===== src/rtl/multicycle_ctrl_if.sv =====
// Controller <-> datapath bundle for the multicycle MIPS core: IR opcode and
// memory handshake in, mux selects, write strobes and debug status out.
interface multicycle_ctrl_if;
    logic [5:0] opcode;
    logic       mem_ready;
    logic       PCWrite;
    logic       PCWriteCond;
    logic       IorD;
    logic       MemRead;
    logic       MemWrite;
    logic       IRWrite;
    logic       MemtoReg;
    logic       RegDST;
    logic       RegWrite;
    logic       ALUSrcA;
    logic [1:0] ALUSrcB;
    logic [1:0] ALUOp;
    logic [1:0] PCSource;
    logic [3:0] state;
    logic       instr_done;
    logic       trap;

    modport master (
        input  opcode, mem_ready,
        output PCWrite, PCWriteCond, IorD, MemRead, MemWrite, IRWrite,
               MemtoReg, RegDST, RegWrite, ALUSrcA, ALUSrcB, ALUOp,
               PCSource, state, instr_done, trap
    );

    modport slave (
        output opcode, mem_ready,
        input  PCWrite, PCWriteCond, IorD, MemRead, MemWrite, IRWrite,
               MemtoReg, RegDST, RegWrite, ALUSrcA, ALUSrcB, ALUOp,
               PCSource, state, instr_done, trap
    );
endinterface


===== src/rtl/multicycle_ctrl.sv =====
// Multicycle MIPS control FSM with memory-wait timeout and sticky trap.
// Define MCTRL_PERF_CNT_EN to add cycle_cnt / retired_cnt performance counters.
module multicycle_ctrl #(
    parameter int TIMEOUT = 15
`ifdef MCTRL_PERF_CNT_EN
    ,
    parameter int CNT_W   = 32
`endif
) (
    input  logic              clk,
    input  logic              reset,
    multicycle_ctrl_if.master bus
`ifdef MCTRL_PERF_CNT_EN
    ,
    output logic [CNT_W-1:0]  cycle_cnt,
    output logic [CNT_W-1:0]  retired_cnt
`endif
);

    localparam logic [5:0] OP_RTYPE = 6'b000000;
    localparam logic [5:0] OP_J     = 6'b000010;
    localparam logic [5:0] OP_BEQ   = 6'b000100;
    localparam logic [5:0] OP_ADDI  = 6'b001000;
    localparam logic [5:0] OP_LW    = 6'b100011;
    localparam logic [5:0] OP_SW    = 6'b101011;

    localparam int WAIT_W = (TIMEOUT > 1) ? $clog2(TIMEOUT) : 1;
    localparam logic [WAIT_W-1:0] WAIT_LAST = WAIT_W'(TIMEOUT - 1);
    localparam logic [WAIT_W-1:0] WAIT_ONE  = WAIT_W'(1);

    typedef enum logic [3:0] {
        FETCH     = 4'd0,
        DECODE    = 4'd1,
        MEMADR    = 4'd2,
        MEMRD     = 4'd3,
        MEMWB     = 4'd4,
        MEMWR     = 4'd5,
        EXEC      = 4'd6,
        RWB       = 4'd7,
        BRANCH    = 4'd8,
        JUMP      = 4'd9,
        ADDI_EXEC = 4'd10,
        ADDI_WB   = 4'd11,
        TRAP      = 4'd12
    } state_t;

    typedef struct packed {
        logic       pc_write;
        logic       pc_write_cond;
        logic       iord;
        logic       mem_read;
        logic       mem_write;
        logic       mem_to_reg;
        logic       reg_dst;
        logic       reg_write;
        logic       alu_src_a;
        logic [1:0] alu_src_b;
        logic [1:0] alu_op;
        logic [1:0] pc_source;
        logic       instr_done;
    } ctrl_t;

    // Moore part of the outputs; the mem_ready-qualified terms are added at the ports.
    function automatic ctrl_t decode_ctrl(input state_t st);
        ctrl_t c;
        c = '0;
        case (st)
            FETCH:     begin c.mem_read = 1'b1; c.alu_src_b = 2'b01; end
            DECODE:    c.alu_src_b = 2'b11;
            MEMADR:    begin c.alu_src_a = 1'b1; c.alu_src_b = 2'b10; end
            MEMRD:     begin c.mem_read = 1'b1; c.iord = 1'b1; end
            MEMWB:     begin c.reg_write = 1'b1; c.mem_to_reg = 1'b1; c.instr_done = 1'b1; end
            MEMWR:     begin c.mem_write = 1'b1; c.iord = 1'b1; end
            EXEC:      begin c.alu_src_a = 1'b1; c.alu_op = 2'b10; end
            RWB:       begin c.reg_write = 1'b1; c.reg_dst = 1'b1; c.instr_done = 1'b1; end
            BRANCH: begin
                c.alu_src_a     = 1'b1;
                c.alu_op        = 2'b01;
                c.pc_write_cond = 1'b1;
                c.pc_source     = 2'b01;
                c.instr_done    = 1'b1;
            end
            JUMP:      begin c.pc_write = 1'b1; c.pc_source = 2'b10; c.instr_done = 1'b1; end
            ADDI_EXEC: begin c.alu_src_a = 1'b1; c.alu_src_b = 2'b10; end
            ADDI_WB:   begin c.reg_write = 1'b1; c.instr_done = 1'b1; end
            default:   c = '0;
        endcase
        return c;
    endfunction

    state_t            state_r;
    state_t            next_state_s;
    ctrl_t             ctrl_r;
    logic              trap_r;
    logic [WAIT_W-1:0] wait_cnt_r;
    logic              waiting_s;
    logic              timeout_s;
    logic              fetch_s;

    assign fetch_s   = (state_r == FETCH);
    assign waiting_s = (fetch_s || (state_r == MEMRD) || (state_r == MEMWR)) && !bus.mem_ready;
    assign timeout_s = (TIMEOUT != 0) && waiting_s && (wait_cnt_r == WAIT_LAST);

    // Next-state logic; a ready memory always wins over an expiring timeout.
    always_comb begin
        next_state_s = state_r;
        case (state_r)
            FETCH: begin
                if (bus.mem_ready)  next_state_s = DECODE;
                else if (timeout_s) next_state_s = TRAP;
                else                next_state_s = FETCH;
            end
            DECODE: begin
                case (bus.opcode)
                    OP_LW, OP_SW: next_state_s = MEMADR;
                    OP_RTYPE:     next_state_s = EXEC;
                    OP_BEQ:       next_state_s = BRANCH;
                    OP_J:         next_state_s = JUMP;
                    OP_ADDI:      next_state_s = ADDI_EXEC;
                    default:      next_state_s = TRAP;
                endcase
            end
            MEMADR: begin
                if (bus.opcode == OP_LW) next_state_s = MEMRD;
                else                     next_state_s = MEMWR;
            end
            MEMRD: begin
                if (bus.mem_ready)  next_state_s = MEMWB;
                else if (timeout_s) next_state_s = TRAP;
                else                next_state_s = MEMRD;
            end
            MEMWR: begin
                if (bus.mem_ready)  next_state_s = FETCH;
                else if (timeout_s) next_state_s = TRAP;
                else                next_state_s = MEMWR;
            end
            MEMWB, RWB, BRANCH, JUMP, ADDI_WB: next_state_s = FETCH;
            EXEC:      next_state_s = RWB;
            ADDI_EXEC: next_state_s = ADDI_WB;
            TRAP:      next_state_s = TRAP;
            default:   next_state_s = TRAP;
        endcase
    end

    // State, sticky trap, wait counter and registered Moore outputs.
    always_ff @(posedge clk) begin
        if (reset) begin
            state_r    <= FETCH;
            trap_r     <= 1'b0;
            wait_cnt_r <= '0;
            ctrl_r     <= decode_ctrl(FETCH);
        end else begin
            state_r <= next_state_s;
            trap_r  <= trap_r | (next_state_s == TRAP);
            if ((next_state_s != state_r) || !waiting_s) begin
                wait_cnt_r <= '0;
            end else begin
                wait_cnt_r <= wait_cnt_r + WAIT_ONE;
            end
            ctrl_r <= decode_ctrl(next_state_s);
        end
    end

    // Strobes are gated by reset so nothing leaks out while it is held.
    assign bus.PCWrite     = !reset && (ctrl_r.pc_write || (fetch_s && bus.mem_ready));
    assign bus.PCWriteCond = !reset && ctrl_r.pc_write_cond;
    assign bus.IorD        = ctrl_r.iord;
    assign bus.MemRead     = !reset && ctrl_r.mem_read;
    assign bus.MemWrite    = !reset && ctrl_r.mem_write;
    assign bus.IRWrite     = !reset && fetch_s && bus.mem_ready;
    assign bus.MemtoReg    = ctrl_r.mem_to_reg;
    assign bus.RegDST      = ctrl_r.reg_dst;
    assign bus.RegWrite    = !reset && ctrl_r.reg_write;
    assign bus.ALUSrcA     = ctrl_r.alu_src_a;
    assign bus.ALUSrcB     = ctrl_r.alu_src_b;
    assign bus.ALUOp       = ctrl_r.alu_op;
    assign bus.PCSource    = ctrl_r.pc_source;
    assign bus.state       = state_r;
    assign bus.instr_done  = !reset && (ctrl_r.instr_done ||
                                        ((state_r == MEMWR) && bus.mem_ready));
    assign bus.trap        = trap_r;

`ifdef MCTRL_PERF_CNT_EN
    // Free-running performance counters, wrapping at 2^CNT_W.
    always_ff @(posedge clk) begin
        if (reset) begin
            cycle_cnt   <= '0;
            retired_cnt <= '0;
        end else begin
            if (state_r != TRAP) cycle_cnt <= cycle_cnt + CNT_W'(1);
            if (bus.instr_done)  retired_cnt <= retired_cnt + CNT_W'(1);
        end
    end
`endif

endmodule


===== src/flat_wrapper.sv =====
// flat-port wrapper written by rule: the top's interface ports become plain ports
module multicycle_ctrl_flat 
#(
    parameter int TIMEOUT = 15

)
  (clk, reset, bus_opcode, bus_mem_ready, bus_PCWrite, bus_PCWriteCond, bus_IorD, bus_MemRead, bus_MemWrite, bus_IRWrite, bus_MemtoReg, bus_RegDST, bus_RegWrite, bus_ALUSrcA, bus_ALUSrcB, bus_ALUOp, bus_PCSource, bus_state, bus_instr_done, bus_trap);
  multicycle_ctrl_if bus_i ();
  input  logic clk;
  input  logic reset;
  input wire logic [$bits(bus_i.opcode)-1:0] bus_opcode;
  input wire logic [$bits(bus_i.mem_ready)-1:0] bus_mem_ready;
  output wire logic [$bits(bus_i.PCWrite)-1:0] bus_PCWrite;
  output wire logic [$bits(bus_i.PCWriteCond)-1:0] bus_PCWriteCond;
  output wire logic [$bits(bus_i.IorD)-1:0] bus_IorD;
  output wire logic [$bits(bus_i.MemRead)-1:0] bus_MemRead;
  output wire logic [$bits(bus_i.MemWrite)-1:0] bus_MemWrite;
  output wire logic [$bits(bus_i.IRWrite)-1:0] bus_IRWrite;
  output wire logic [$bits(bus_i.MemtoReg)-1:0] bus_MemtoReg;
  output wire logic [$bits(bus_i.RegDST)-1:0] bus_RegDST;
  output wire logic [$bits(bus_i.RegWrite)-1:0] bus_RegWrite;
  output wire logic [$bits(bus_i.ALUSrcA)-1:0] bus_ALUSrcA;
  output wire logic [$bits(bus_i.ALUSrcB)-1:0] bus_ALUSrcB;
  output wire logic [$bits(bus_i.ALUOp)-1:0] bus_ALUOp;
  output wire logic [$bits(bus_i.PCSource)-1:0] bus_PCSource;
  output wire logic [$bits(bus_i.state)-1:0] bus_state;
  output wire logic [$bits(bus_i.instr_done)-1:0] bus_instr_done;
  output wire logic [$bits(bus_i.trap)-1:0] bus_trap;
  assign bus_i.opcode = bus_opcode;
  assign bus_i.mem_ready = bus_mem_ready;
  assign bus_PCWrite = bus_i.PCWrite;
  assign bus_PCWriteCond = bus_i.PCWriteCond;
  assign bus_IorD = bus_i.IorD;
  assign bus_MemRead = bus_i.MemRead;
  assign bus_MemWrite = bus_i.MemWrite;
  assign bus_IRWrite = bus_i.IRWrite;
  assign bus_MemtoReg = bus_i.MemtoReg;
  assign bus_RegDST = bus_i.RegDST;
  assign bus_RegWrite = bus_i.RegWrite;
  assign bus_ALUSrcA = bus_i.ALUSrcA;
  assign bus_ALUSrcB = bus_i.ALUSrcB;
  assign bus_ALUOp = bus_i.ALUOp;
  assign bus_PCSource = bus_i.PCSource;
  assign bus_state = bus_i.state;
  assign bus_instr_done = bus_i.instr_done;
  assign bus_trap = bus_i.trap;
  multicycle_ctrl #(.TIMEOUT(TIMEOUT)) u_core (.clk(clk), .reset(reset), .bus(bus_i));
endmodule

===== config.mk =====
export PLATFORM = sky130hd
export DESIGN_NAME = multicycle_ctrl_flat
export DESIGN_NICKNAME = d
export VERILOG_FILES = /design/src/rtl/multicycle_ctrl_if.sv /design/src/rtl/multicycle_ctrl.sv /design/src/flat_wrapper.sv
export SDC_FILE = /design/constraint.sdc
export NUM_CORES = 1
export LEC_CHECK = 0
export CAP_MARGIN = 15
export CELL_PAD_IN_SITES_DETAIL_PLACEMENT = 2
export CELL_PAD_IN_SITES_GLOBAL_PLACEMENT = 2
export CORE_ASPECT_RATIO = 1.25
export CORE_MARGIN = 10
export CORE_UTILIZATION = 29
export DETAILED_ROUTE_END_ITERATION = 8
export GPL_ROUTABILITY_DRIVEN = 0
export PLACE_DENSITY = 0.9
export SYNTH_ARGS = -nofsm -noshare
export SYNTH_HDL_FRONTEND = slang
export SYNTH_SLANG_ARGS = --single-unit

===== constraint.sdc =====
create_clock -name clk -period 2.8 [get_ports clk]
set_input_delay 0.42 -clock clk [delete_from_list [all_inputs] [get_ports clk]]
set_output_delay 0.42 -clock clk [all_outputs]
set_load 0.05 [all_outputs]

; ---- Word level (Yosys, flattened, before mapping)
; Cells that the tools add are included.
; Widths: inputs -> output; s select.
[op_classes]
muxes = 22
addsub = 1
bitwise_logic = 1
eq_ne = 30
reduce_logical = 32
[ops]
columns = cell, n
row1 = $eq 4x4->1 const B, 10
row2 = $eq 4x3->1 const B, 8
row3 = $pmux 4 s8, 1
row4 = $mux 4, 6
row5 = $pmux 4 s5, 1
row6 = $eq 4x2->1 const B, 4
row7 = $eq 6x6->1 const B, 2
row8 = $logic_and 1x1->1, 12
row9 = $mux 1, 10
row10 = $reduce_or 2->1, 5
row11 = $reduce_or 5->1, 2
row12 = $eq 4x1->1 const B, 2
row13 = $logic_not 4->1, 2
row14 = $pmux 2 s2, 2
row15 = $eq 6x2->1 const B, 1
row16 = $eq 6x3->1 const B, 1
row17 = $eq 6x4->1 const B, 1
row18 = $logic_not 6->1, 1
row19 = $pmux 2 s3, 1
row20 = $logic_or 1x1->1, 5
row21 = $add 4x1->4 const B, 1
row22 = $ne 4x4->1, 1
row23 = $reduce_or 4->1, 1
row24 = $logic_not 1->1, 3
row25 = other kinds (3), 3
[word_totals]
input_bits = 9
reg_bits = 25
wordCells = 102
output_inout_bits = 22

; ---- Logic depth before layout (Yosys ltp)
; Gate-level depths: netlist of the first run.
[logic_depth]
depth_word = 11
depth_mapped = 8
depth_no_buf = 8

; ---- Worst setup path before layout of the first run
; No wires, ideal clock.
[synth_timing]
path_kind = reg-to-output
startpoint = reg u_core.state_r[2] (netlist: u_core.bus.state[2])
endpoint = out bus_instr_done
slack_ps = 554
stages_incl_launch_ff = 5
t_required_ps = 2380
path_buffers = 1
arrival_time_ps = 1826
path_cell_list = dfxtp_1 -> buf_6 -> nor2b_1 -> a31oi_1 -> nor2_1
[synth_between]
elab_chain_cells = 4
[synth_rtl]
columns = item, line_no
row1 = from (decl), multicycle_ctrl.sv:91  ; state_t state_r;
row2 = from (signal assigned), multicycle_ctrl.sv:153  ; state_r <= next_state_s;
row3 = $eq 4x3->1, multicycle_ctrl.sv:180  ; ((state_r == MEMWR) && bus.mem_ready));
row4 = $logic_and 1x1->1, multicycle_ctrl.sv:180
row5 = $logic_or 1x1->1, multicycle_ctrl.sv:179  ; assign bus.instr_done = !reset && (ctrl_r.instr_done ||
row6 = $logic_and 1x1->1, multicycle_ctrl.sv:179
row7 = to (decl), flat_wrapper.sv:27  ; output wire logic [$bits(bus_i.instr_done)-1:0] bus_instr_done;
; Every way passes these cells.

; ---- Worst setup path after layout of the first run
[layout_timing]
startpoint = reg u_core.state_r[2] (netlist: u_core.bus.state[2])
endpoint = out bus_state[2]
[layout_lines]
columns = item, line_no
row1 = to (decl), flat_wrapper.sv:26  ; output wire logic [$bits(bus_i.state)-1:0] bus_state;
; No word-level cell between the ends.

==> results.md, run 1 <==
Timing
• **unrepaired setup endpoints after global routing** no
• **transition at the pin with the smallest max-transition slack** 553 ps
• **post-route minimum period** 2260 ps
• **number of failing hold endpoints at the final stage** 0
• **number of setup violations in the final report** 0
• **largest clock skew in the final design** 1.30 ps
• **highest clock rate** 442 MHz
• **relative max-transition margin** 63.0%
• **final worst-path cycle share** 80.9%
• **total negative slack** 0 ps
• **Slew Viols, Final** 0

Cells and area
• **final non-filler cell total** 220
• **fraction of final layout cells sized beyond drive strength 1** 10.8%
• **synthesis-to-layout area growth** 30.6%
• **net total in the final layout** 179
• **number of diodes** 0

Setup path
• **Reg-to-Reg Start** u_core.bus.state[0]
• **Arrival @ worst endpoint** 1840 ps
• **critical path's slowest cell** clkdlybuf4s50_1
• **cells along the critical path** clkdlybuf4s50_1
• **family with the most delay on the worst path** buffers and inverters
• **Bufs and invs on worst path** 1
• **maximum fanout along the worst path** 16
• **kind of launch point of the worst setup path** register
• **maximum cell stage delay along the critical path** 910 ps
• **Critical Path End Type** output port
• **Crit path required time** 2380 ps
• **startpoint of the worst setup timing path** u_core.bus.state[2]
• **CP Class** register to output port

Pwr
• **largest voltage drop on the vdd net** 0.178 mV
• **Power Density** 476 mW/mm2
• **Leakage Power** 0.573 nW

Global route
• **largest net degree at the start of global routing** 17
• **most used routing layer in global routing** met2
• **global route total overflow** 0
• **routing usage on met2** 20.6%
• **via count of the first global-routing pass** 1216
• **number of antenna violations at the first check in global routing** 0
• **wire length of the first global-routing pass** 6.23 mm
• **M3 GR Usage** 2.47%
• **GR met1 Demand/Resource** 10.8%
• **GRT Overall Usage** 10.6%

Clock network
• **clk root buf** clkbuf_8
• **number of buffers added for setup after CTS** 0
• **clock tree buffer depth** 2
• **Clk Latency, worst-skew pair** 260 ps
• **hold buffer count at CTS** 0
• **Num CTS Buffers** 3
• **H-tree level count** 1
• **# clock sinks** 22
• **clock tree from TritonCTS** built
• **Worst-path clk slew** 70 ps
• **count of cells resized by post-cts repair** 0

Logic synthesis
• **synthesis-stage register bit count** 22
• **Netlist Area Pre-Place** 0.00119 mm2
• **Synth Area per Inst** 8.30 um2
• **Synth Flop Type** dfxtp_1
• **Yosys Warn Count** 0
• **Yosys cell types** 47
• **Area contributors post-synth** dfxtp_1, nor2_1, nor2b_1
• **area share of the largest cell type after synthesis** 37.1%
• **Syn Nets** 154
• **Syn Inst Count** 143
• **async set-reset flop share out of synthesis** 0%
• **Post-synth EDFFs** 0
• **biggest area consumer among synthesized cells** dfxtp_1
• **sequential element share of the synthesized area** 37.1%

Hold path
• **Hold/Removal Path Class** register to register
• **HP Start** u_core.wait_cnt_r[0]

Place
• **IO Port Bufs** 30
• **placed wire-length estimate** 2.96 mm
• **total instance count after detailed placement** 217

Floorplan
• **area inside the core boundary** 0.00388 mm2
• **Die Wd** 77.2 um
• **number of ports placed on the die boundary** 31
• **overall die area** 0.00707 mm2
• **initial standard-cell utilization of the core** 30.6%
• **y dimension of the die** 91.5 um
• **std cell rows** 25

Detailed routing
• **number of design rule violations left after detail routing** 0
• **via count normalized by instance count** 5.06
• **initial drt markers** 64
• **total wirelength of the detailed-routed design** 3.65 mm
• **post-route antenna net violation count** 0
• **vias after detailed routing** 1114
• **post-DR wirelength/cell** 16.6 um
• **number of optimization iterations in the first detailed-route pass** 2

Run status
• **status** finished, final reports clean

Flow run
• **max capacitance violation total** 0

-- cell usage after synthesis (3+ instances only) --
cell and n:
a21oi_1 7, a31oi_1 4, and3_1 3, buf_4 6, dfxtp_1 22, nand2_1 7
nand3_1 4, nor2_1 23, nor2b_1 8, nor3_1 7, o21ai_0 3, xnor2_1 3
-- cell families after synthesis --
| family | Yosys count | synth area share [%] |
|---|---|---|
| AND/OR/NAND/NOR | 75 | 35.7 |
| buffers and inverters | 13 | 6.85 |
| XOR/XNOR | 5 | 3.69 |
| adder cells (fa/ha/maj) | 2 | 2.11 |
| flip-flops | 22 | 37.1 |
| AO/OA/AOI/OAI | 26 | 14.5 |
-- worst paths after layout --
| check | endpoint | cells past startpoint | slack, ps |
|---|---|---|---|
| setup / recovery | bus_state[2] | 1 | 540 |
| hold / removal | u_core.wait_cnt_r[0] | 1 | 460 |
| setup reg to reg | u_core.ctrl_r[11] | 6 | 540 |
| hold reg to reg | u_core.wait_cnt_r[0] | 1 | 460 |
-- metrics by stage --
stage	hold WS (ps)	power [mW]	area [um2]	utilization [%]	setup WS, ps
after floorplan	430	0.485	1190	-	554
after global placement	443	0.547	1510	38.9	421
after detailed placement	449	0.555	1510	38.9	309
after CTS	468	0.753	1550	40.0	525
after global routing	513	0.782	1550	40.0	379
final	463	0.738	1550	40.0	536
-- final cells by class --
cell class              instances  area, um2
fillers                       449       2330
clock buffers                   3       41.3
repair buffers                 31        328
well taps                      54       67.6
inverters                       2       7.51
flip-flops and latches         22        440
multi-input cells             108        666
-- registers in the layout, summed over array words and instances, names as in the netlist --
signal	cells
u_core.bus.RegDST	1
u_core.bus.ALUSrcB	2
u_core.bus.trap	1
u_core.bus.ALUOp	2
u_core.bus.IorD	1
u_core.bus.ALUSrcA	1
u_core.ctrl_r	5
u_core.bus.state	4
u_core.wait_cnt_r	4
u_core.bus.MemtoReg	1
-- layout by cell type (no fill, tap or decap), types with 2 or more instances in the layout --
master and count:
buf_4 5, nand2b_1 2, a31oi_1 4, buf_12 3, nand3_1 4, xnor2_1 3, nor2b_1 8, dfxtp_1 22
nor3b_1 2, o21ai_0 3, and3b_1 2, or2_1 2, nor3_1 7, a21oi_1 7, xor2_1 2, clkbuf_8 3
clkdlybuf4s50_1 23, nand4_1 2, o211ai_1 2, nand2_1 7, nand2_2 2, nor2_1 23, ha_1 2, and3_1 3
-- power breakdown --
part,internal [mW],total (mW),switching [mW]
Clock,0.0959,0.192,0.0962
Sequential,0.328,0.345,0.0169
Combinational,0.0781,0.201,0.123
-- layer usage --
layer,vias to the layer above,routed length (um)
li1,542,-
met1,548,1430
met2,19,2040
met3,5,153
met4,0,30
met5,-,0
(Power assumes the default switching activity.)
==> inputs of run 2 (changes only) <==
--- a/config.mk
+++ b/config.mk
@@ -10,10 +10,10 @@
 export CELL_PAD_IN_SITES_GLOBAL_PLACEMENT = 2
 export CORE_ASPECT_RATIO = 1.25
 export CORE_MARGIN = 10
-export CORE_UTILIZATION = 29
+export CORE_UTILIZATION = 24
 export DETAILED_ROUTE_END_ITERATION = 8
 export GPL_ROUTABILITY_DRIVEN = 0
-export PLACE_DENSITY = 0.9
+export PLACE_DENSITY = 0.81
 export SYNTH_ARGS = -nofsm -noshare
 export SYNTH_HDL_FRONTEND = slang
 export SYNTH_SLANG_ARGS = --single-unit
==> constraint.sdc (replaced) <==
create_clock -name clk -period 1.9 [get_ports clk]
set_input_delay 0.285 -clock clk [delete_from_list [all_inputs] [get_ports clk]]
set_output_delay 0.285 -clock clk [all_outputs]
set_load 0.05 [all_outputs]
==> run 2 against run 1 <==
  * The flow now finishes with violations (setup timing)
  * Final area up 33%
  * Via count increased by 16%
  * Final cell count increased by 17%
  * Count of clock-buffer cells in the layout grew 1
  * Sequential power increased by 47%
  * Total power rose by 75%
  * Critical path depth increased by 7
==> results.md, run 2 (same netlist as run 1, synthesis figures left out) <==
Run status
• **status** finished with violations
• **failing checks** setup timing

Timing
• **Slew Viols, Final** 0
• **largest clock skew in the final design** 9.81 ps
• **total negative slack** -41.9 ps
• **post-route minimum period** 1920 ps
• **number of failing hold endpoints at the final stage** 0
• **hold slack final** 496 ps
• **transition at the pin with the smallest max-transition slack** 513 ps
• **final critical-path setup slack** -21.1 ps
• **final worst-path cycle share** 101%
• **unrepaired setup endpoints after global routing** yes
• **highest clock rate** 521 MHz
• **relative max-transition margin** 65.7%
• **number of setup violations in the final report** 4

Flow run
• **max capacitance violation total** 0

Place
• **total instance count after detailed placement** 244
• **IO Port Bufs** 30
• **DP Worst Slack** -357 ps
• **placed wire-length estimate** 3.54 mm

Floorplan
• **number of ports placed on the die boundary** 31
• **area inside the core boundary** 0.00476 mm2
• **overall die area** 0.00818 mm2
• **initial standard-cell utilization of the core** 24.9%
• **Die Wd** 82.9 um
• **y dimension of the die** 98.6 um
• **std cell rows** 28

Pwr
• **Net Sw Frac** 33.1%
• **net switching power figure** 427 uW
• **Total Power** 1.29 mW
• **Power Density** 623 mW/mm2
• **Int Pwr** 862 uW
• **largest voltage drop on the vdd net** 0.502 mV
• **Clk network pwr share** 26.8%
• **part of the total power dissipated in sequential elements** 39.2%
• **Leakage Power** 0.801 nW
• **share of power burned in combinational logic** 33.9%

Setup path
• **maximum fanout along the worst path** 5
• **Arrival @ worst endpoint** 2130 ps
• **R2R cell count** 6
• **Critical Path End Type** register
• **kind of launch point of the worst setup path** primary input
• **end of the worst register-to-register path** u_core.bus.RegDST
• **r2r setup slk** 0 ps
• **startpoint of the worst setup timing path** bus_opcode[4]
• **termination of the worst setup path** u_core.bus.RegDST
• **CP Class** primary input to register
• **Crit path required time** 2110 ps
• **Reg-to-Reg Start** u_core.bus.state[0]

Clock network
• **H-tree level count** 1
• **Worst-path clk slew** 90 ps
• **clock tree from TritonCTS** built
• **clock tree buffer depth** 2
• **Clk Latency, worst-skew pair** 270 ps
• **Num CTS Buffers** 3
• **clk root buf** clkbuf_8
• **# clock sinks** 22

Cells and area
• **commonest non-fill, non-tap cells in the layout** buf_4, nor2_1, clkdlybuf4s50_1, dfxtp_1
• **most flop-heavy register** u_core.ctrl_r
• **number of diodes** 0
• **synthesis-to-layout area growth** 74.1%
• **max FFs per register** 5
• **fraction of final layout cells sized beyond drive strength 1** 48.2%
• **fillcell total** 522
• **net total in the final layout** 209
• **multi-input logic area** 875 um2
• **sequential cell area** 458 um2
• **most common library cell in the layout ignoring fill and taps** buf_4
• **final non-filler cell total** 257

Detailed routing
• **post-route antenna net violation count** 0
• **initial drt markers** 61
• **via count normalized by instance count** 5.05
• **total wirelength of the detailed-routed design** 5.29 mm
• **post-DR wirelength/cell** 20.6 um
• **vias after detailed routing** 1297
• **number of design rule violations left after detail routing** 0
• **number of optimization iterations in the first detailed-route pass** 4

Global route
• **wire length of the first global-routing pass** 7.94 mm
• **via count of the first global-routing pass** 1450
• **global route total overflow** 0
• **GRT Overall Usage** 11.9%
• **number of antenna violations at the first check in global routing** 0
• **largest net degree at the start of global routing** 15

Hold path
• **Hold/Removal Path Class** register to register

run 2: what timing repair did:
item	in CTS	in global routing
setup endpoints to repair	11	14
gates resized for setup	21	33
buffers inserted	4	6
hold buffers	0	0
pin swaps	2	16
run 2: worst max-delay path, stage by stage:
cell and delay (ps):
clkdlybuf4s50_1 490, nor2_1 50, buf_4 160, a31oi_4 200, nand2_1 150, nand4_4 160, or4b_4 520, nor2_4 100
run 2: layout make-up:
type,count,share of cell area (%)
well taps,60,3.63
multi-input cells,108,42.3
clock buffers,4,2.66
inverters,2,0.363
repair buffers,61,28.9
flip-flops and latches,22,22.2
run 2: worst min path at each step:
stage	start	to	slack (ps)	cells past startpoint
floorplan	u_core.wait_cnt_r[0]	u_core.wait_cnt_r[0]	430	1
global placement	u_core.bus.trap	u_core.bus.trap	460	2
detailed placement	u_core.bus.trap	u_core.bus.trap	470	2
CTS	u_core.bus.trap	u_core.bus.trap	500	2
global route	u_core.bus.trap	u_core.bus.trap	560	2
finish	u_core.bus.trap	u_core.bus.trap	500	2
run 2: power by group through the flow:
stage,Clock (mW),Combinational [mW],Sequential (mW)
after floorplan,0,0.184,0.533
after global placement,0,0.345,0.515
after detailed placement,0,0.362,0.517
after CTS,0.350,0.394,0.504
after global routing,0.369,0.468,0.509
final,0.346,0.437,0.506
run 2: through the flow:
step                      utilization (%)  instance area, um2
after floorplan                         -                1200
after global placement               36.2                1720
after detailed placement             36.2                1720
after CTS                            40.0                1900
after global routing                 43.4                2070
final                                43.4                2070
run 2: per-layer routing:
| layer | part of all wire, % | vias to the layer above | global-route usage (%) |
|---|---|---|---|
| li1 | - | 603 | - |
| met3 | 3.4 | 11 | 2.55 |
| met4 | 2.7 | 0 | 4.20 |
| met5 | 0 | - | 0 |
| met1 | 40 | 648 | 11.6 |
| met2 | 54 | 35 | 23.7 |
